--- config.mk ---
export PLATFORM = sky130hd
export DESIGN_NAME = time_set_ctrl
export DESIGN_NICKNAME = d
export VERILOG_FILES = /design/src/rtl/time_set_ctrl.sv
export SDC_FILE = /design/constraint.sdc
export NUM_CORES = 1
export LEC_CHECK = 0
export ABC_AREA = 0
export BUFFER_PORTS_ARGS = -buffer_cell sky130_fd_sc_hd__buf_2
export CAP_MARGIN = 20
export CELL_PAD_IN_SITES_DETAIL_PLACEMENT = 1
export CELL_PAD_IN_SITES_GLOBAL_PLACEMENT = 2
export CORE_MARGIN = 1
export CORE_UTILIZATION = 38
export CTS_CLUSTER_SIZE = 16
export DETAILED_ROUTE_END_ITERATION = 16
export GPL_TIMING_DRIVEN = 0
export HOLD_SLACK_MARGIN = 0.12
export PLACE_DENSITY_LB_ADDON = 0.1
export SETUP_SLACK_MARGIN = 0.15
export SLEW_MARGIN = 30
export SYNTH_ARGS = -nofsm -noshare
export SYNTH_HDL_FRONTEND = slang
export SYNTH_SLANG_ARGS = --single-unit
--- constraint.sdc ---
create_clock -name clk -period 3 [get_ports clk]
set_input_delay 0.6 -clock clk [delete_from_list [all_inputs] [get_ports clk]]
set_output_delay 0.6 -clock clk [all_outputs]
set_load 0.02 [all_outputs]
--- src/rtl/time_set_ctrl.sv ---
// time_set_ctrl: debounced three-button editor for BCD time preset and alarm digits.
// Optional AUTO_REPEAT_EN adds a held-inc auto-repeat.
module time_set_ctrl #(
  parameter int DEB_CYCLES    = 4,
  parameter int DEB_W         = 20,
  parameter int REPEAT_CYCLES = 8
) (
  input  logic       clk,
  input  logic       rst,
  input  logic       btn_mode_i,
  input  logic       btn_inc_i,
  input  logic       btn_ok_i,
  input  logic [3:0] hourdec_now_i,
  input  logic [3:0] hourone_now_i,
  input  logic [3:0] mindec_now_i,
  input  logic [3:0] minone_now_i,
  output logic [3:0] hourdec_init_o,
  output logic [3:0] hourone_init_o,
  output logic [3:0] mindec_init_o,
  output logic [3:0] minone_init_o,
  output logic       time_load_o,
  output logic [3:0] hourdec_bud_o,
  output logic [3:0] hourone_bud_o,
  output logic [3:0] mindec_bud_o,
  output logic [3:0] minone_bud_o,
  output logic [2:0] edit_state_o,
  output logic       bud_sel_o,
  output logic [3:0] blink_mask_o
);
  typedef enum logic [2:0] {RUN = 3'd0, T_HR = 3'd1, T_MIN = 3'd2, B_HR = 3'd3, B_MIN = 3'd4} state_e;
  localparam logic [DEB_W-1:0] DEB_LAST = DEB_W'(DEB_CYCLES - 1);
  logic [2:0] raw, sync1_q, sync2_q, last_q, deb_q, deb_prev_q, press;
  logic [DEB_W-1:0] cnt_q [3];
  state_e state_q, state_d;
  logic [7:0] eh_q, eh_d, em_q, em_d, bh_q, bh_d, bm_q, bm_d, ih_q, im_q, seed_h, seed_m;
  logic load_d, load_q, bud_sel_d, bud_sel_q, seed_ok, pm, po, pi, rep;
  logic [3:0] blink_d, blink_q;
  assign raw = {btn_ok_i, btn_inc_i, btn_mode_i};
  always_ff @(posedge clk) begin
    if (rst) begin
      sync1_q    <= '0;
      sync2_q    <= '0;
      last_q     <= '0;
      deb_q      <= '0;
      deb_prev_q <= '0;
      for (int i = 0; i < 3; i++) cnt_q[i] <= '0;
    end else begin
      sync1_q    <= raw;
      sync2_q    <= sync1_q;
      last_q     <= sync2_q;
      deb_prev_q <= deb_q;
      for (int i = 0; i < 3; i++) begin
        if (sync2_q[i] != last_q[i]) cnt_q[i] <= '0;
        else if (cnt_q[i] != DEB_LAST) cnt_q[i] <= cnt_q[i] + 1'b1;
        if (sync2_q[i] == last_q[i] && cnt_q[i] == DEB_LAST) deb_q[i] <= sync2_q[i];
      end
    end
  end
  assign press = deb_q & ~deb_prev_q;
  // mode beats ok beats inc when pulses coincide
  assign pm = press[0];
  assign po = press[2] & ~pm;
  assign pi = (press[1] | rep) & ~pm & ~press[2];
`ifdef AUTO_REPEAT_EN
  localparam int RW = $clog2(2 * REPEAT_CYCLES + 1);
  logic [RW-1:0] rep_q, rep_d;
  assign rep   = rep_q == RW'(2 * REPEAT_CYCLES);
  assign rep_d = (!deb_q[1] || state_d != state_q || state_q == RUN) ? '0 :
                 press[1] ? RW'(1) :
                 rep ? RW'(REPEAT_CYCLES + 1) :
                 (rep_q != '0) ? rep_q + 1'b1 : '0;
  always_ff @(posedge clk) rep_q <= rst ? '0 : rep_d;
`else
  assign rep = 1'b0;
`endif
  function automatic logic [7:0] hr_inc(input logic [7:0] h);
    return (h == 8'h23) ? 8'h00 : (h[3:0] == 4'd9) ? {h[7:4] + 4'd1, 4'd0} : {h[7:4], h[3:0] + 4'd1};
  endfunction
  function automatic logic [7:0] min_inc(input logic [7:0] m);
    return (m[3:0] != 4'd9) ? {m[7:4], m[3:0] + 4'd1} : (m[7:4] == 4'd5) ? 8'h00 : {m[7:4] + 4'd1, 4'd0};
  endfunction
  assign seed_ok = hourdec_now_i <= 4'd2 && hourone_now_i <= 4'd9 && mindec_now_i <= 4'd5 &&
                   minone_now_i <= 4'd9 && !(hourdec_now_i == 4'd2 && hourone_now_i > 4'd3);
  assign seed_h  = seed_ok ? {hourdec_now_i, hourone_now_i} : 8'h00;
  assign seed_m  = seed_ok ? {mindec_now_i, minone_now_i} : 8'h00;
  always_comb begin
    state_d = state_q;
    eh_d    = eh_q;
    em_d    = em_q;
    bh_d    = bh_q;
    bm_d    = bm_q;
    load_d  = 1'b0;
    case (state_q)
      RUN: if (pm) begin
        state_d = T_HR;
        eh_d    = seed_h;
        em_d    = seed_m;
      end
      T_HR: if (pm) state_d = T_MIN;
        else if (po) begin
          state_d = RUN;
          load_d  = 1'b1;
        end else if (pi) eh_d = hr_inc(eh_q);
      T_MIN: if (pm || po) begin
          state_d = pm ? B_HR : RUN;
          load_d  = 1'b1;
        end else if (pi) em_d = min_inc(em_q);
      B_HR: if (pm || po) state_d = pm ? B_MIN : RUN;
        else if (pi) bh_d = hr_inc(bh_q);
      B_MIN: if (pm || po) state_d = RUN;
        else if (pi) bm_d = min_inc(bm_q);
      default: state_d = RUN;
    endcase
    blink_d   = (state_d == T_HR || state_d == B_HR) ? 4'b1100 :
                (state_d == T_MIN || state_d == B_MIN) ? 4'b0011 : 4'b0000;
    bud_sel_d = state_d == B_HR || state_d == B_MIN;
  end
  always_ff @(posedge clk) begin
    if (rst) begin
      state_q   <= RUN;
      eh_q      <= '0;
      em_q      <= '0;
      bh_q      <= '0;
      bm_q      <= '0;
      ih_q      <= '0;
      im_q      <= '0;
      load_q    <= 1'b0;
      blink_q   <= '0;
      bud_sel_q <= 1'b0;
    end else begin
      state_q   <= state_d;
      eh_q      <= eh_d;
      em_q      <= em_d;
      bh_q      <= bh_d;
      bm_q      <= bm_d;
      ih_q      <= load_d ? eh_q : ih_q;
      im_q      <= load_d ? em_q : im_q;
      load_q    <= load_d;
      blink_q   <= blink_d;
      bud_sel_q <= bud_sel_d;
    end
  end
  assign {hourdec_init_o, hourone_init_o} = ih_q;
  assign {mindec_init_o, minone_init_o}   = im_q;
  assign {hourdec_bud_o, hourone_bud_o}   = bh_q;
  assign {mindec_bud_o, minone_bud_o}     = bm_q;
  assign time_load_o  = load_q;
  assign edit_state_o = state_q;
  assign bud_sel_o    = bud_sel_q;
  assign blink_mask_o = blink_q;
endmodule

==> metrics.yaml, run 1 <==
status: "completed"
async_reset_ff_share_pct: 0
first_pass_iters: 4
clock_power_share_pct: 46.5
drt_iter0_drc: 240
post_cts_buffers: 0
viasPerCell: 5.305
synth-seq-cells: 130
syn_inst: 669
maxSlewViolCount: 0
initial_utilization_pct: 39.27
tightest_slew_ps: 770.6
p_int_uw: 3376
synth_edf_count: 60
grt_pass1_wl_um: 27110
syn_to_final_growth_pct: 18.04
p_comb_share_pct: 6.3
reg2reg_to: "cnt_q[0][16]"
clock-sinks: 130
drive_gt1_share_pct: 16.40
root_buffer: "clkbuf_16"
ir_worst_vdd_v: 0.0003606
rows: 47
crit_fanout: 20
cts.htree.levels: 4
fillers: 1907
p_leak_uw: 0.002932
wl_per_cell_um: 16.57
path_clk_slew_ps: 60
yosys_warnings: 0
cts_tree: "yes"
path_class: "reg2reg"
synthesis.area_um2: 6581
min_period_ps: 2468
cts_buffers: 17
synth_top_cell_area_share_pct: 27.38
synth_top_cells_by_area: "edfxtp_1 (27%), dfxtp_1 (21%), nor2_1 (6.9%), xor2_1 (6.0%), xnor2_1 (3.1%)"
required_ps: 3050
fin_ws_ps: 531.7
holdPathStages: 2
final_nets: 783
rr_worst_depth: 5
synth_nets: 703
skew_ps: 8.908
clk_latency_ps: 410
cts_hold_buffers: 0
swShare_pct: 23.59
cap_viol_max_count: 0
use_met2_pct: 32.26
synthTopCellsByCount: "nor2_1 (121), dfxtp_1 (70), edfxtp_1 (60)"
diodes: 0
arrival_ps: 2520
antenna_found_initial: 0
synth_top_area_cell: "edfxtp_1"
ios: 62
hold_class: "in2reg"
start_kind: "flop"
crit_path_end_kind: "flop"
port_buffers: 61
switchingPower_uw: 1042
total_power_uw: 4418
rsz0062_at_grt: "false"
ys.flop_type: "dfxtp_1"
wl_um: 16270
grt_util_met3_pct: 3.349
grtUsageMet1_pct: 25.28
drc: 0
max_clock_freq_mhz: 405.1
period_share_pct: 82.28
cts_resized: 0
hold_violations: 0
drtAntennaViolNets: 0
ys_types: 59
die_h_um: 133.6
max_slew_margin_pct: 48.23
grt_pass1_vias: 5228
yosys.cell_count.top_type: "nor2_1"
setup-violations-final: 0
dp_slack_ps: 208.5
top_usage_layer: "met2"
synth.yosys.seq_area_share_pct: 48.67
grt_util_all_layers_pct: 19.30
min_from: "btn_ok_i"
multi_input_area_um2: 3206
avgSynthCellArea_um2: 9.838
die_x_um: 133.6
seq_power_share_pct: 47.3
place_congestion: 0.8085
startpoint: "cnt_q[0][0]"
hpwl_um: 11730
vias: 5210
grt.overflow.total: 0
r2r_slack_ps: 530
grt_max_degree: 21
timing.setup.tns_ps: 0
core_area_um2: 16760
min_to: "sync1_q[2]"
r2r-start: "cnt_q[0][0]"
p_per_area_nw_per_um2: 568.7
clock_path_buffers: 2
regArea_um2: 3203
dieArea_um2: 17850
==> metal layers <==
layer  wire, um  vias to the layer above
met5          0                        -
met4         86                        0
met1       7898                     2579
li1           -                     2571
met3        347                        4
met2       7941                       56
==> logic make-up (layout without fill, tap and decap cells) <==
logic type	Yosys count	count (layout)	share of synthesized area [%]
fa+ha+maj	13	13	2.472
xor+xnor	68	68	9.049
flops	130	130	48.67
mux	19	19	2.909
simple gates	328	328	26.50
compound gates	73	73	7.662
buf+inv	38	131	2.738
==> area by class of cell <==
cell class              instances  area share, %
flip-flops and latches        130          41.23
clock inverters                 6         0.4671
clock buffers                  26          7.248
well taps                     220          3.543
multi-input cells             501          41.26
repair buffers                 61          3.930
inverters                      15         0.7248
plain buffers                  23          1.594
==> flip-flops by register name (all words and copies together) (netlist names) <==
signal	cells
bh_q	8
ih_q	8
deb_prev_q	3
blink_mask_o	2
eh_q	8
em_q	8
sync1_q	3
bm_q	8
last_q	3
cnt_q	60
edit_state_o	3
im_q	8
time_load_o	1
deb_q	3
bud_sel_o	1
sync2_q	3
==> how the worst max path moves through the flow <==
stage                     cells after the start  slack, ps           end
after detailed placement                      5        210  cnt_q[2][12]
after global placement                        5        270  cnt_q[2][12]
after global routing                          5        250   cnt_q[0][7]
after floorplan                               5        740   cnt_q[1][0]
final                                         5        530  cnt_q[0][16]
after CTS                                     5        200   cnt_q[0][7]
==> power groups by stage <==
| stage | clock, uW | sequential [uW] | combinational [uW] |
|---|---|---|---|
| after detailed placement | 0 | 2120 | 278 |
| after CTS | 2100 | 2090 | 280 |
| after global placement | 0 | 2120 | 270 |
| final | 2050 | 2090 | 277 |
| after floorplan | 0 | 2090 | 196 |
| after global routing | 2180 | 2110 | 313 |
==> placed cells by master (no fill, tap or decap), types with 3 or more instances in the layout <==
master / n
a211oi_1: 15
a21oi_1: 15
a221oi_1: 7
and2_1: 5
and3_1: 11
and4_1: 9
buf_2: 67
buf_4: 6
clkbuf_1: 12
clkbuf_16: 20
clkbuf_8: 4
clkinv_2: 3
dfxtp_1: 70
edfxtp_1: 60
ha_1: 13
inv_1: 14
mux2i_1: 18
nand2_1: 37
nand2_2: 4
nand2b_1: 8
nand2b_2: 3
nand3_1: 30
nand3b_1: 6
nand4_1: 20
nor2_1: 121
nor2b_1: 15
nor3_1: 17
nor3b_1: 3
nor4_1: 11
nor4b_1: 3
o21a_1: 3
o21ai_0: 16
o31ai_1: 3
or4_1: 6
xnor2_1: 23
xor2_1: 45
==> per-stage QoR <==
| step | cell area [um2] | hold WS, ps | instances | utilization [%] |
|---|---|---|---|---|
| 2_1_floorplan | 6581 | 413.8 | 669 | - |
| 3_3_place_gp | 7162 | 430.7 | 950 | 42.73 |
| 3_5_place_dp | 7162 | 434.7 | 950 | 42.73 |
| 4_1_cts | 7761 | 389.3 | 982 | 46.31 |
| 5_1_grt | 7769 | 400.7 | 982 | 46.35 |
| 6_report | 7769 | 405.7 | 982 | 46.35 |
==> worst max-delay path: stages, from the launching register on <==
cell      delay [ps]
edfxtp_1         400
ha_1             260
nor4b_1          290
nand4_1          140
or4_1            540
nand2b_2         480
No activity file was read; power rests on OpenSTA's default activity.
==> run 2, diff against run 1 <==
- clock period: 3 -> 2.5 ns (I/O delays scaled with it)
==> run 2 against run 1 <==
Utilization grew 0.46 points. First-iteration DRC count shrank 6.7%. Sequential share of layout area shrank 0.40 points. Routed wire length grew 0.28%.
==> metrics.yaml, run 2 (same netlist as run 1, synthesis figures left out) <==
clock-sinks: 130
root_buffer: "clkbuf_16"
clock_power_share_pct: 46.2
maxSlewViolCount: 0
period_share_pct: 87.33
switchingPower_uw: 1262
drtAntennaViolNets: 0
start_kind: "flop"
path_clk_slew_ps: 60
place_congestion: 0.8085
cts_hold_buffers: 0
required_ps: 2670
drive_gt1_share_pct: 17.32
largest_reg_flops: 60
dp_slack_ps: -291.5
diodes: 0
cap_viol_max_count: 0
port_buffers: 61
drc: 0
core_area_um2: 16760
dieArea_um2: 17850
die_x_um: 133.6
grt_pass1_vias: 5217
cts.htree.levels: 4
initial_utilization_pct: 39.27
final_nets: 783
clock_path_buffers: 2
grt_pass1_wl_um: 27100
cts_buffers: 17
arrival_ps: 2350
swShare_pct: 23.69
layout_common_cells: "nor2_1 (121), dfxtp_1 (70), buf_2 (65)"
wl_um: 16320
ios: 62
die_h_um: 133.6
wl_per_cell_um: 16.62
min_period_ps: 2183
first_pass_iters: 5
crit_path_end_kind: "flop"
drt_iter0_drc: 224
hold_class: "in2reg"
fillers: 1901
fin_ws_ps: 316.8
grt.overflow.total: 0
setup-violations-final: 0
skew_ps: 14.34
vias: 5235
post_cts_buffers: 0
p_comb_share_pct: 6.7
hpwl_um: 11730
top_register: "cnt_q"
antenna_found_initial: 0
grt_util_all_layers_pct: 19.31
crit_fanout: 10
tightest_slew_ps: 789.6
grt_max_degree: 21
syn_to_final_growth_pct: 19.20
layout_commonest_cell: "nor2_1"
max_clock_freq_mhz: 458.0
status: "completed"
p_per_area_nw_per_um2: 679.3
clk_latency_ps: 410
ir_worst_vdd_v: 0.0004327
rows: 47
rsz0062_at_grt: "false"
p_int_uw: 4067
viasPerCell: 5.331
hold_violations: 0
seq_power_share_pct: 47.1
p_leak_uw: 0.002968
total_power_uw: 5329
cts_tree: "yes"
max_slew_margin_pct: 46.96
path_class: "reg2reg"
[run 2: critical path, stage by stage, from the launching register on]
cell	delay [ps]
edfxtp_1	390
ha_1	260
nor4b_2	250
nand4_1	130
or4_4	480
nand2_4	150
buf_4	200
nor2_1	60
[run 2: metrics by stage]
| step | cells | hold slack [ps] | area [um2] | utilization (%) | setup TNS (ps) |
|---|---|---|---|---|---|
| after floorplan | 669 | 413.8 | 6581 | - | 0 |
| after global placement | 950 | 430.7 | 7162 | 42.73 | -11470 |
| after detailed placement | 950 | 434.7 | 7162 | 42.73 | -15370 |
| after CTS | 982 | 289.3 | 7809 | 46.59 | 0 |
| after global routing | 982 | 300.7 | 7845 | 46.81 | 0 |
| final | 982 | 308.7 | 7845 | 46.81 | 0 |
[run 2: power groups by stage]
stage / clock network (uW) / logic (uW) / registers [uW]
2_1_floorplan: 0 / 235 / 2510
6_report: 2460 / 355 / 2510
3_3_place_gp: 0 / 324 / 2540
5_1_grt: 2620 / 397 / 2540
3_5_place_dp: 0 / 333 / 2550
4_1_cts: 2520 / 354 / 2510
[run 2: area by class of cell]
class                   instances  area (um2)  share of cell area, %
plain buffers                  23       128.9                  1.643
clock buffers                  26       563.0                  7.177
clock inverters                 6       36.28                 0.4625
inverters                      15       56.30                 0.7177
multi-input cells             501        3277                  41.77
flip-flops and latches        130        3203                  40.83
well taps                     220       275.3                  3.509
repair buffers                 61       305.3                  3.892
[run 2: worst paths after layout]
| path | start | to | slack [ps] | cells past startpoint |
|---|---|---|---|---|
| worst max-delay path | cnt_q[2][0] | cnt_q[2][15] | 320 | 7 |
| worst min-delay path | btn_ok_i | sync1_q[2] | 310 | 2 |
| worst max register to register | cnt_q[2][0] | cnt_q[2][15] | 320 | 7 |
| worst min register to register | sync1_q[0] | sync2_q[0] | 440 | 1 |
[run 2: routing by layer]
metal,part of all wire (%),up-vias,GRT usage (%)
met5,0,-,0
met4,0.69,0,6.187
met3,2.0,6,3.349
met2,49,62,32.20
met1,48,2594,25.35
li1,-,2573,-
[run 2: what timing repair did]
action / 4_1_cts / 5_1_grt
endpoints found under the setup margin: 90 / 99
pin swaps: 0 / 0
gates resized for setup: 12 / 9
endpoints found under the hold margin: 0 / 0
==> run 3, diff against run 2 <==
- CAP_MARGIN: 20 -> not set
- REMOVE_ABC_BUFFERS: not set -> 1
==> run 3 against run 2 <==
Die area stayed put. Cell area is 0.48% lower. Sequential power hardly changed. Cell count is 1.5% lower. Sequential share of layout area is 0.21 points higher. Clock power is 6% higher. Via count is 1.8% lower. Highest routed layer unchanged.
==> metrics.yaml, run 3 (same netlist as run 1, synthesis figures left out) <==
p_per_area_nw_per_um2: 699.3
rr_worst_depth: 4
status: "completed"
skew_ps: 10.26
port_buffers: 61
ir_worst_vdd_v: 0.0004755
root_buffer: "clkbuf_16"
clock_path_buffers: 2
fillers: 1928
setup-violations-final: 0
startpoint: "cnt_q[0][11]"
final_nets: 768
cts_hold_buffers: 0
r2r_slack_ps: 270
die_h_um: 133.6
place_congestion: 0.7765
grt.overflow.total: 0
vias: 5141
min_to: "sync1_q[2]"
cap_viol_max_count: 0
min_period_ps: 2226
tightest_slew_ps: 802.0
crit_buf_inv: 0
top_register: "cnt_q"
drtAntennaViolNets: 0
holdPathStages: 2
wl_um: 15930
period_share_pct: 89.05
first_pass_iters: 4
hold_class: "in2reg"
multi_input_area_um2: 3296
core_area_um2: 16760
grt_pass1_wl_um: 26290
maxSlewViolCount: 0
postLayoutCellArea_um2: 7807
cts.htree.levels: 4
crit_cells: 4
rsz0062_at_grt: "false"
swShare_pct: 23.85
grt_util_all_layers_pct: 18.68
crit_fanout: 20
crit_chain: "nor4_1, nand4_1, or4_1, nand2b_4"
grt_max_degree: 68
drc: 0
die_x_um: 133.6
seq_power_share_pct: 46.0
critPathSlowestCell: "or4_1"
p_comb_share_pct: 6.2
cpPeakStageDelay_ps: 540
syn_to_final_growth_pct: 18.63
diodes: 0
clk_latency_ps: 430
grt_pass1_vias: 5184
start_kind: "flop"
viasPerCell: 5.316
wl_per_cell_um: 16.47
required_ps: 2620
arrival_ps: 2340
layout_common_cells: "nor2_1 (121), dfxtp_1 (69), edfxtp_1 (60), buf_2 (60), xor2_1 (45)"
clock_power_share_pct: 47.7
antenna_found_initial: 0
drt_iter0_drc: 233
dp_slack_ps: -323.8
fin_ws_ps: 273.7
min_from: "btn_ok_i"
hold_violations: 0
switchingPower_uw: 1302
cts_tree: "yes"
path_class: "reg2reg"
clock-sinks: 130
r2r-start: "cnt_q[0][11]"
place_area_um2: 7041
crit_path_end_kind: "flop"
max_clock_freq_mhz: 449.2
initial_utilization_pct: 39.27
path_clk_slew_ps: 60
regArea_um2: 3204
rows: 47
reg2reg_to: "cnt_q[0][17]"
dieArea_um2: 17850
drive_gt1_share_pct: 16.60
largest_reg_flops: 60
layout_commonest_cell: "nor2_1"
path_delay_family: "simple AND/OR/NAND/NOR gates"
hpwl_um: 10660
cts_buffers: 17
max_slew_margin_pct: 46.12
p_leak_uw: 0.002952
ios: 62
p_int_uw: 4158
## run 3: area by class of cell
| type | instances | share of cell area [%] |
|---|---|---|
| clock buffer | 22 | 6.506 |
| clock inverter | 10 | 1.506 |
| inverter | 15 | 0.7212 |
| multi-input combinational | 505 | 42.21 |
| sequential | 130 | 41.04 |
| tap | 220 | 3.526 |
| timing repair buffer | 65 | 4.487 |
## run 3: how the worst max path moves through the flow
stage / end
5_1_grt: cnt_q[1][11]
3_3_place_gp: cnt_q[1][10]
2_1_floorplan: cnt_q[1][0]
6_report: cnt_q[0][17]
4_1_cts: cnt_q[2][14]
3_5_place_dp: cnt_q[2][8]
## run 3: worst reg2reg max path, stage by stage, from the launching register on
cell and delay (ps):
edfxtp_1 490, nor4_1 420, nand4_1 130, or4_1 540, nand2b_4 330
## run 3: layer usage
metal	vias up	GRT usage [%]	share of wire [%]	routed length (um)
met3	8	4.033	2.2	351
met2	55	30.32	49	7761
met1	2537	24.66	48	7659
li1	2541	-	-	-
met4	0	6.187	0.99	157
met5	-	0	0	0
## run 3: repair_timing
action / 4_1_cts / 5_1_grt
pin swaps: 1 / 1
endpoints found under the setup margin: 95 / 101
cloned: 0 / 4
setup buffers: 2 / 2
gates resized for setup: 7 / 9
## run 3: through the flow
step	setup TNS (ps)	utilization (%)	hold slack, ps	power, uW	cells
6_report	0	46.58	311.3	5460	967
4_1_cts	0	46.07	290.4	5507	961
3_3_place_gp	-23600	41.99	434.5	2847	927
2_1_floorplan	0	-	413.8	2721	646
3_5_place_dp	-13860	42.01	427.8	2862	927
5_1_grt	0	46.58	294.2	5672	967
## run 3: power by group through the flow
stage	Sequential, uW	Combinational [uW]	Clock, uW
2_1_floorplan	2510	211	0
3_3_place_gp	2550	300	0
3_5_place_dp	2550	307	0
4_1_cts	2510	321	2680
5_1_grt	2540	384	2750
6_report	2510	341	2610
